<file path="config.mk">
export PLATFORM = sky130hd
export DESIGN_NAME = ifu_fetch_flat
export DESIGN_NICKNAME = d
export VERILOG_FILES = /design/src/rtl/ifu_pkg.sv /design/src/rtl/ifu_fetch_if.sv /design/src/rtl/ifu_fifo.sv /design/src/rtl/ifu_fetch.sv /design/src/flat_wrapper.sv
export SDC_FILE = /design/constraint.sdc
export NUM_CORES = 1
export LEC_CHECK = 0
export ABC_AREA = 0
export CAP_MARGIN = 5
export CORE_ASPECT_RATIO = 1.75
export CORE_MARGIN = 1
export CORE_UTILIZATION = 33
export CTS_CLUSTER_DIAMETER = 30
export DETAILED_ROUTE_END_ITERATION = 12
export GPL_ROUTABILITY_DRIVEN = 0
export PLACE_DENSITY = 0.58
export SETUP_SLACK_MARGIN = 0.15
export SYNTH_ARGS = -nofsm -noshare
export SYNTH_HDL_FRONTEND = slang
export SYNTH_SLANG_ARGS = --single-unit
</file>
<file path="constraint.sdc">
create_clock -name clk -period 4 [get_ports clk]
set_input_delay 1 -clock clk [delete_from_list [all_inputs] [get_ports clk]]
set_output_delay 1 -clock clk [all_outputs]
set_load 0.005 [all_outputs]
</file>
<file path="src/rtl/ifu_pkg.sv">
// Shared widths, reset PC, buffered-entry layout and counter sizing for the fetch unit.
package ifu_pkg;

  localparam int XLEN = 64;
  localparam int ILEN = 32;
  localparam logic [XLEN-1:0] RESET_PC_DEF = 64'h8000_0000;

  typedef struct packed {
    logic [XLEN-1:0] pc;
    logic [ILEN-1:0] inst;
    logic            misalign;
  } entry_t;

  // Width of a counter that must hold 0..depth inclusive.
  function automatic int cnt_w(input int depth);
    return $clog2(depth + 1);
  endfunction

endpackage

</file>
<file path="src/rtl/ifu_fetch_if.sv">
// Fetch unit bundle: memory request/response, core instruction channel and redirect.
interface ifu_fetch_if;
  import ifu_pkg::*;

  logic            req_valid;
  logic            req_ready;
  logic [XLEN-1:0] req_addr;
  logic            rsp_valid;
  logic [ILEN-1:0] rsp_data;
  logic            inst_valid;
  logic            inst_ready;
  logic [ILEN-1:0] inst;
  logic [XLEN-1:0] inst_pc;
  logic            inst_misalign;
  logic            redirect_valid;
  logic [XLEN-1:0] redirect_pc;

  modport master (
    output req_valid, req_addr, inst_valid, inst, inst_pc, inst_misalign,
    input  req_ready, rsp_valid, rsp_data, inst_ready, redirect_valid, redirect_pc
  );

  modport slave (
    input  req_valid, req_addr, inst_valid, inst, inst_pc, inst_misalign,
    output req_ready, rsp_valid, rsp_data, inst_ready, redirect_valid, redirect_pc
  );

endinterface

</file>
<file path="src/rtl/ifu_fifo.sv">
// Synchronous FIFO with flush (flush beats push and pop in the same cycle).
// Occupancy is exposed on count_o; DEPTH must be a power of two.
module ifu_fifo
  import ifu_pkg::*;
#(
  parameter int WIDTH = 8,
  parameter int DEPTH = 4
) (
  input  logic                     clk_i,
  input  logic                     rst_ni,
  input  logic                     push_i,
  input  logic [WIDTH-1:0]         push_dat_i,
  input  logic                     pop_i,
  input  logic                     flush_i,
  output logic [WIDTH-1:0]         head_dat_o,
  output logic [cnt_w(DEPTH)-1:0]  count_o
);

  localparam int CW = cnt_w(DEPTH);
  localparam int AW = (DEPTH > 1) ? $clog2(DEPTH) : 1;

  logic [WIDTH-1:0] mem_q [DEPTH];
  logic [AW-1:0]    wr_ptr_q, wr_ptr_d, rd_ptr_q, rd_ptr_d;
  logic [CW-1:0]    cnt_q, cnt_d;
  logic             do_push, do_pop;

  assign do_pop  = pop_i && (cnt_q != '0);
  assign do_push = push_i && ((cnt_q != CW'(DEPTH)) || do_pop);

  always_comb begin
    wr_ptr_d = wr_ptr_q;
    rd_ptr_d = rd_ptr_q;
    cnt_d    = cnt_q;
    if (flush_i) begin
      wr_ptr_d = '0;
      rd_ptr_d = '0;
      cnt_d    = '0;
    end else begin
      if (do_push) wr_ptr_d = wr_ptr_q + 1'b1;
      if (do_pop)  rd_ptr_d = rd_ptr_q + 1'b1;
      cnt_d = cnt_q + CW'(do_push) - CW'(do_pop);
    end
  end

  always_ff @(posedge clk_i or negedge rst_ni) begin
    if (!rst_ni) begin
      wr_ptr_q <= '0;
      rd_ptr_q <= '0;
      cnt_q    <= '0;
    end else begin
      wr_ptr_q <= wr_ptr_d;
      rd_ptr_q <= rd_ptr_d;
      cnt_q    <= cnt_d;
    end
  end

  always_ff @(posedge clk_i) begin
    if (do_push && !flush_i) mem_q[wr_ptr_q] <= push_dat_i;
  end

  assign head_dat_o = mem_q[rd_ptr_q];
  assign count_o    = cnt_q;

endmodule

</file>
<file path="src/rtl/ifu_fetch.sv">
// In-order instruction fetch with prefetch FIFO and redirect; request at T, inst_valid at T+2.
// IFU_MISALIGN_CHK_EN: misaligned redirect targets halt fetch and deliver one fault marker.
module ifu_fetch
  import ifu_pkg::*;
#(
  parameter int              DEPTH    = 4,
  parameter logic [XLEN-1:0] RESET_PC = RESET_PC_DEF
) (
  input logic         clk,
  input logic         rst,
  ifu_fetch_if.master bus
);

  localparam int CW = cnt_w(DEPTH);

  logic [XLEN-1:0] fetch_pc_q, fetch_pc_d;
  logic [CW-1:0]   drop_q, drop_d;
  logic            halt_q, halt_d;

  entry_t          push_ent, head_ent;
  logic            fifo_push, fifo_pop, inst_vld, req_fire;
  logic [CW-1:0]   occ, inflight;
  logic [CW:0]     credit_used;
  logic [XLEN-1:0] rsp_pc;

  // In-flight requests reserve a FIFO slot, so a response can always be accepted.
  assign credit_used   = {1'b0, occ} + {1'b0, inflight};
  assign bus.req_valid = rst && !halt_q && !bus.redirect_valid && (credit_used < (CW+1)'(DEPTH));
  assign bus.req_addr  = fetch_pc_q;
  assign req_fire      = bus.req_valid && bus.req_ready;

  assign inst_vld          = (occ != '0);
  assign fifo_pop          = inst_vld && bus.inst_ready;
  assign bus.inst_valid    = inst_vld;
  assign bus.inst          = inst_vld ? head_ent.inst : '0;
  assign bus.inst_pc       = inst_vld ? head_ent.pc   : '0;
  assign bus.inst_misalign = inst_vld && head_ent.misalign;

`ifdef IFU_MISALIGN_CHK_EN
  logic mis_pend_q, mis_pend_d;
  assign mis_pend_d = bus.redirect_valid && (bus.redirect_pc[1:0] != 2'b00);

  always_ff @(posedge clk or negedge rst) begin
    if (!rst) mis_pend_q <= 1'b0;
    else      mis_pend_q <= mis_pend_d;
  end
`endif

  always_comb begin
    fetch_pc_d = fetch_pc_q;
    drop_d     = drop_q;
    halt_d     = halt_q;
    fifo_push  = 1'b0;
    push_ent   = '{pc: rsp_pc, inst: bus.rsp_data, misalign: 1'b0};
    if (bus.redirect_valid) begin
      halt_d     = 1'b0;
      // Pending drops are a subset of inflight, so everything still outstanding is dropped.
      drop_d     = inflight - CW'(bus.rsp_valid);
      fetch_pc_d = bus.redirect_pc & ~XLEN'(3);
`ifdef IFU_MISALIGN_CHK_EN
      if (bus.redirect_pc[1:0] != 2'b00) begin
        fetch_pc_d = bus.redirect_pc;
        halt_d     = 1'b1;
      end
`endif
    end else begin
      if (req_fire) fetch_pc_d = fetch_pc_q + XLEN'(4);
      if (bus.rsp_valid) begin
        if (drop_q != '0) drop_d = drop_q - 1'b1;
        else              fifo_push = 1'b1;
      end
`ifdef IFU_MISALIGN_CHK_EN
      // Halted fetch keeps the faulting target in fetch_pc for the marker entry.
      if (mis_pend_q) begin
        fifo_push = 1'b1;
        push_ent  = '{pc: fetch_pc_q, inst: '0, misalign: 1'b1};
      end
`endif
    end
  end

  always_ff @(posedge clk or negedge rst) begin
    if (!rst) begin
      fetch_pc_q <= RESET_PC;
      drop_q     <= '0;
      halt_q     <= 1'b0;
    end else begin
      fetch_pc_q <= fetch_pc_d;
      drop_q     <= drop_d;
      halt_q     <= halt_d;
    end
  end

  ifu_fifo #(.WIDTH($bits(entry_t)), .DEPTH(DEPTH)) u_inst_fifo (
    .clk_i      (clk),
    .rst_ni     (rst),
    .push_i     (fifo_push),
    .push_dat_i (push_ent),
    .pop_i      (fifo_pop),
    .flush_i    (bus.redirect_valid),
    .head_dat_o (head_ent),
    .count_o    (occ)
  );

  // Never flushed: dropped responses still retire their address; occupancy is the inflight count.
  ifu_fifo #(.WIDTH(XLEN), .DEPTH(DEPTH)) u_pc_queue (
    .clk_i      (clk),
    .rst_ni     (rst),
    .push_i     (req_fire),
    .push_dat_i (fetch_pc_q),
    .pop_i      (bus.rsp_valid),
    .flush_i    (1'b0),
    .head_dat_o (rsp_pc),
    .count_o    (inflight)
  );

endmodule

</file>
<file path="src/flat_wrapper.sv">
// flat-port wrapper written by rule: the top's interface ports become plain ports
module ifu_fetch_flat import ifu_pkg::*;
#(
  parameter int              DEPTH    = 4,
  parameter logic [XLEN-1:0] RESET_PC = RESET_PC_DEF
)
  (clk, rst, bus_req_valid, bus_req_addr, bus_inst_valid, bus_inst, bus_inst_pc, bus_inst_misalign, bus_req_ready, bus_rsp_valid, bus_rsp_data, bus_inst_ready, bus_redirect_valid, bus_redirect_pc);
  ifu_fetch_if bus_i ();
  input logic clk;
  input logic rst;
  output wire logic [$bits(bus_i.req_valid)-1:0] bus_req_valid;
  output wire logic [$bits(bus_i.req_addr)-1:0] bus_req_addr;
  output wire logic [$bits(bus_i.inst_valid)-1:0] bus_inst_valid;
  output wire logic [$bits(bus_i.inst)-1:0] bus_inst;
  output wire logic [$bits(bus_i.inst_pc)-1:0] bus_inst_pc;
  output wire logic [$bits(bus_i.inst_misalign)-1:0] bus_inst_misalign;
  input wire logic [$bits(bus_i.req_ready)-1:0] bus_req_ready;
  input wire logic [$bits(bus_i.rsp_valid)-1:0] bus_rsp_valid;
  input wire logic [$bits(bus_i.rsp_data)-1:0] bus_rsp_data;
  input wire logic [$bits(bus_i.inst_ready)-1:0] bus_inst_ready;
  input wire logic [$bits(bus_i.redirect_valid)-1:0] bus_redirect_valid;
  input wire logic [$bits(bus_i.redirect_pc)-1:0] bus_redirect_pc;
  assign bus_req_valid = bus_i.req_valid;
  assign bus_req_addr = bus_i.req_addr;
  assign bus_inst_valid = bus_i.inst_valid;
  assign bus_inst = bus_i.inst;
  assign bus_inst_pc = bus_i.inst_pc;
  assign bus_inst_misalign = bus_i.inst_misalign;
  assign bus_i.req_ready = bus_req_ready;
  assign bus_i.rsp_valid = bus_rsp_valid;
  assign bus_i.rsp_data = bus_rsp_data;
  assign bus_i.inst_ready = bus_inst_ready;
  assign bus_i.redirect_valid = bus_redirect_valid;
  assign bus_i.redirect_pc = bus_redirect_pc;
  ifu_fetch #(.DEPTH(DEPTH), .RESET_PC(RESET_PC)) u_core (.clk(clk), .rst(rst), .bus(bus_i));
endmodule
</file>
==> run metrics <==
status=completed; layout cells sized above 1=0.2156; Reg clk slew, reported paths=0.05 ns; critical path type=flip-flop to primary output; max cap viols=0; final setup vio count=0; hold-fix buffers at CTS=0; cell area power density=646.3 nW/um2; Die Height=388.4 um; first-pass iteration count of the detailed router=5; post-DP HPWL=46170 um; r2r worst-path depth=5; Worst Setup Start Kind=flip-flop; Mapped Cells=1512; gr usage total=0.1637; antenna violations before repair=4; yosys warns=0; setup ws final=0.2569 ns; Yosys top cell area share=0.6655; synthesized area per cell=18.62 um2; hold crit path type=input pin to async pin; Slowest-stage cell, CP=mux4_2; IO Pins=265; wire per inst=23.52 um; total power=23.20 mW; Pleak=11.73 nW; clock root buffer=clkbuf_16; Max H-tree Level=3; Placed Area=32430 um2; period utilization=0.9358; dpl ws=0.6137 ns; worst slew pin tran=0.9004 ns; Final Max Slew Viols=0; core area=84500 um2; starting density of the core=0.3332; RSZ-0062 raised after global routing=true; Synth Flop Type=edfxtp_1; CP arrival=2.74 ns; final hold viol count=0; fin util=0.4248; top-count cell post-synth=edfxtp_1; Yosys reg bits=703; first-pass GRT wire length=104800 um; commonest cells in the netlist=edfxtp_1 (624), mux4_2 (156), and2_1 (105), dfrtp_1 (78), nand2_1 (64); TritonCTS clock tree=built; Post-Syn Area=28160 um2; vias in the first global route=16530; worst path required time=3.00 ns; Synth area leader=edfxtp_1; Post-synth EDFFs=624; GRT overflow=0; Die Area=86540 um2; nets@finish=1977; Sink Count=703; Final min period=3.743 ns; Die X=222.8 um; Worst slew margin=0.3997; CP max stage delay=0.60 ns; Peak supply drop=0.3551 mV; ys async rst share=0.1124; CP endpoint kind=primary output; CTS buffer count=94; num rows=141; Detail Route Antenna Nets=0; Worst Path Max Fanout=29; via count=15450; Post-Route WL=70710 um; Skew-Pair Late Insertion Delay=0.67 ns; Design Area, Final=35900 um2; number of vias per cell=5.139; Cell Chain, Critical Path=buf_16 > mux4_2 > and2_1 > clkdlybuf4s50_1; area grow syn2layout=27.49%; diode count=0; post-synthesis sequential area ratio=0.7358; synth top area cells=edfxtp_1 (67%), mux4_2 (12%), dfrtp_1 (6.9%); Fmax=267.2 MHz; Synth cell types=62; DRC Markers=0; worst-case clock buffer depth=3; DRT iter0 DRCs=1071; largest net degree at the start of global routing=76; port bufs=257; Fin Setup TNS=0 ns; Setup Skew=0.04077 ns
stage by stage:
stage / hold WS [ns] / std cells
4_1_cts: 0.1622 / 2998
2_1_floorplan: 0.5132 / 1516
3_3_place_gp: 0.5188 / 2821
5_1_grt: 0.1879 / 3006
3_5_place_dp: 0.5266 / 2821
6_report: 0.2143 / 3006
final timing paths:
kind                                                start                              to  slack, ns
setup / recovery           u_core.u_inst_fifo.rd_ptr_q[0]                 bus_inst_pc[62]       0.26
hold / removal                                        rst         u_core.bus.req_addr[57]       0.21
setup reg to reg                  u_core.bus.req_addr[35]         u_core.bus.req_addr[61]       0.92
hold reg to reg                   u_core.bus.req_addr[26]         u_core.bus.req_addr[26]       0.53
max in group asynchronous                             rst  u_core.u_inst_fifo.rd_ptr_q[1]       2.50
min in group clk                  u_core.bus.req_addr[26]         u_core.bus.req_addr[26]       0.53
cell usage in the layout, fill, tap and decap left out, drive strengths merged, types with 22 or more instances in the layout:
master         Yosys  layout
nor4              22      22
and2             105     105
nand2             64      64
nand4             33      33
nor2              36      36
clkinv             0      34
nand3             42      42
edfxtp           624     624
o21ai             36      36
dfrtp             78      78
inv               20      42
buf               34      70
clkdlybuf4s50      0     255
mux4             156     156
clkbuf            49     100
layout make-up:
cell class                      count  area (um2)
Fill cell                        7391       48610
Sequential cell                   703       20730
Multi-Input combinational cell    710        7057
Timing Repair Buffer              325        3372
Clock buffer                      100        2396
Tap cell                         1072        1341
Clock inverter                     75       920.9
Inverter                           21       80.08
state kept, by name, indices dropped and copies added, names as in the netlist:
register and count:
u_core.u_inst_fifo.mem_q 376, u_core.u_pc_queue.mem_q 248, u_core.bus.req_addr 62, u_core.drop_q 3
u_core.u_inst_fifo.count_o 3, u_core.u_pc_queue.count_o 3, u_core.u_inst_fifo.rd_ptr_q 2, u_core.u_inst_fifo.wr_ptr_q 2
u_core.u_pc_queue.rd_ptr_q 2, u_core.u_pc_queue.wr_ptr_q 2
worst max-delay path, delay by kind of cell, from the launching register on:
family / cells / cell delay [ns]
simple gates: 1 / 0.19
flops: 1 / 0.55
mux: 1 / 0.60
buf+inv: 2 / 0.72
where the power goes:
part / internal, mW / switching (mW) / leakage, nW
logic: 2.89 / 2.35 / 3.60
clock network: 5.10 / 3.47 / 1.59
registers: 8.81 / 0.570 / 6.54
routing by layer:
layer  routed length (um)  global-route usage  part of all wire
met5                    0                   0                 0
met4                 2263             0.06746             0.032
met3                 3954             0.03636             0.056
met2                36260              0.2870              0.51
met1                28240              0.1926              0.40
timing repair:
item                                    4_1_cts  5_1_grt
setup buffers                                 1        7
gates resized for setup                       2        3
endpoints found under the setup margin       54       52
endpoints found under the hold margin         0        0
pin swaps                                     0        1
gates cloned                                  1        1
cells by family (layout without fill, tap and decap cells):
kind of cell	after synthesis	in the layout	share of synthesized area
other	1	5	0.0001332
buffers and inverters	104	521	0.01511
adders and majority gates	20	20	0.009421
muxes	169	169	0.1295
AOI/OAI and AO/OA	100	100	0.02337
xor gates and xnor gates	33	33	0.01027
and+or+nand+nor	382	383	0.07639
DFF	703	703	0.7358
Power figures use the tool's default switching activity.
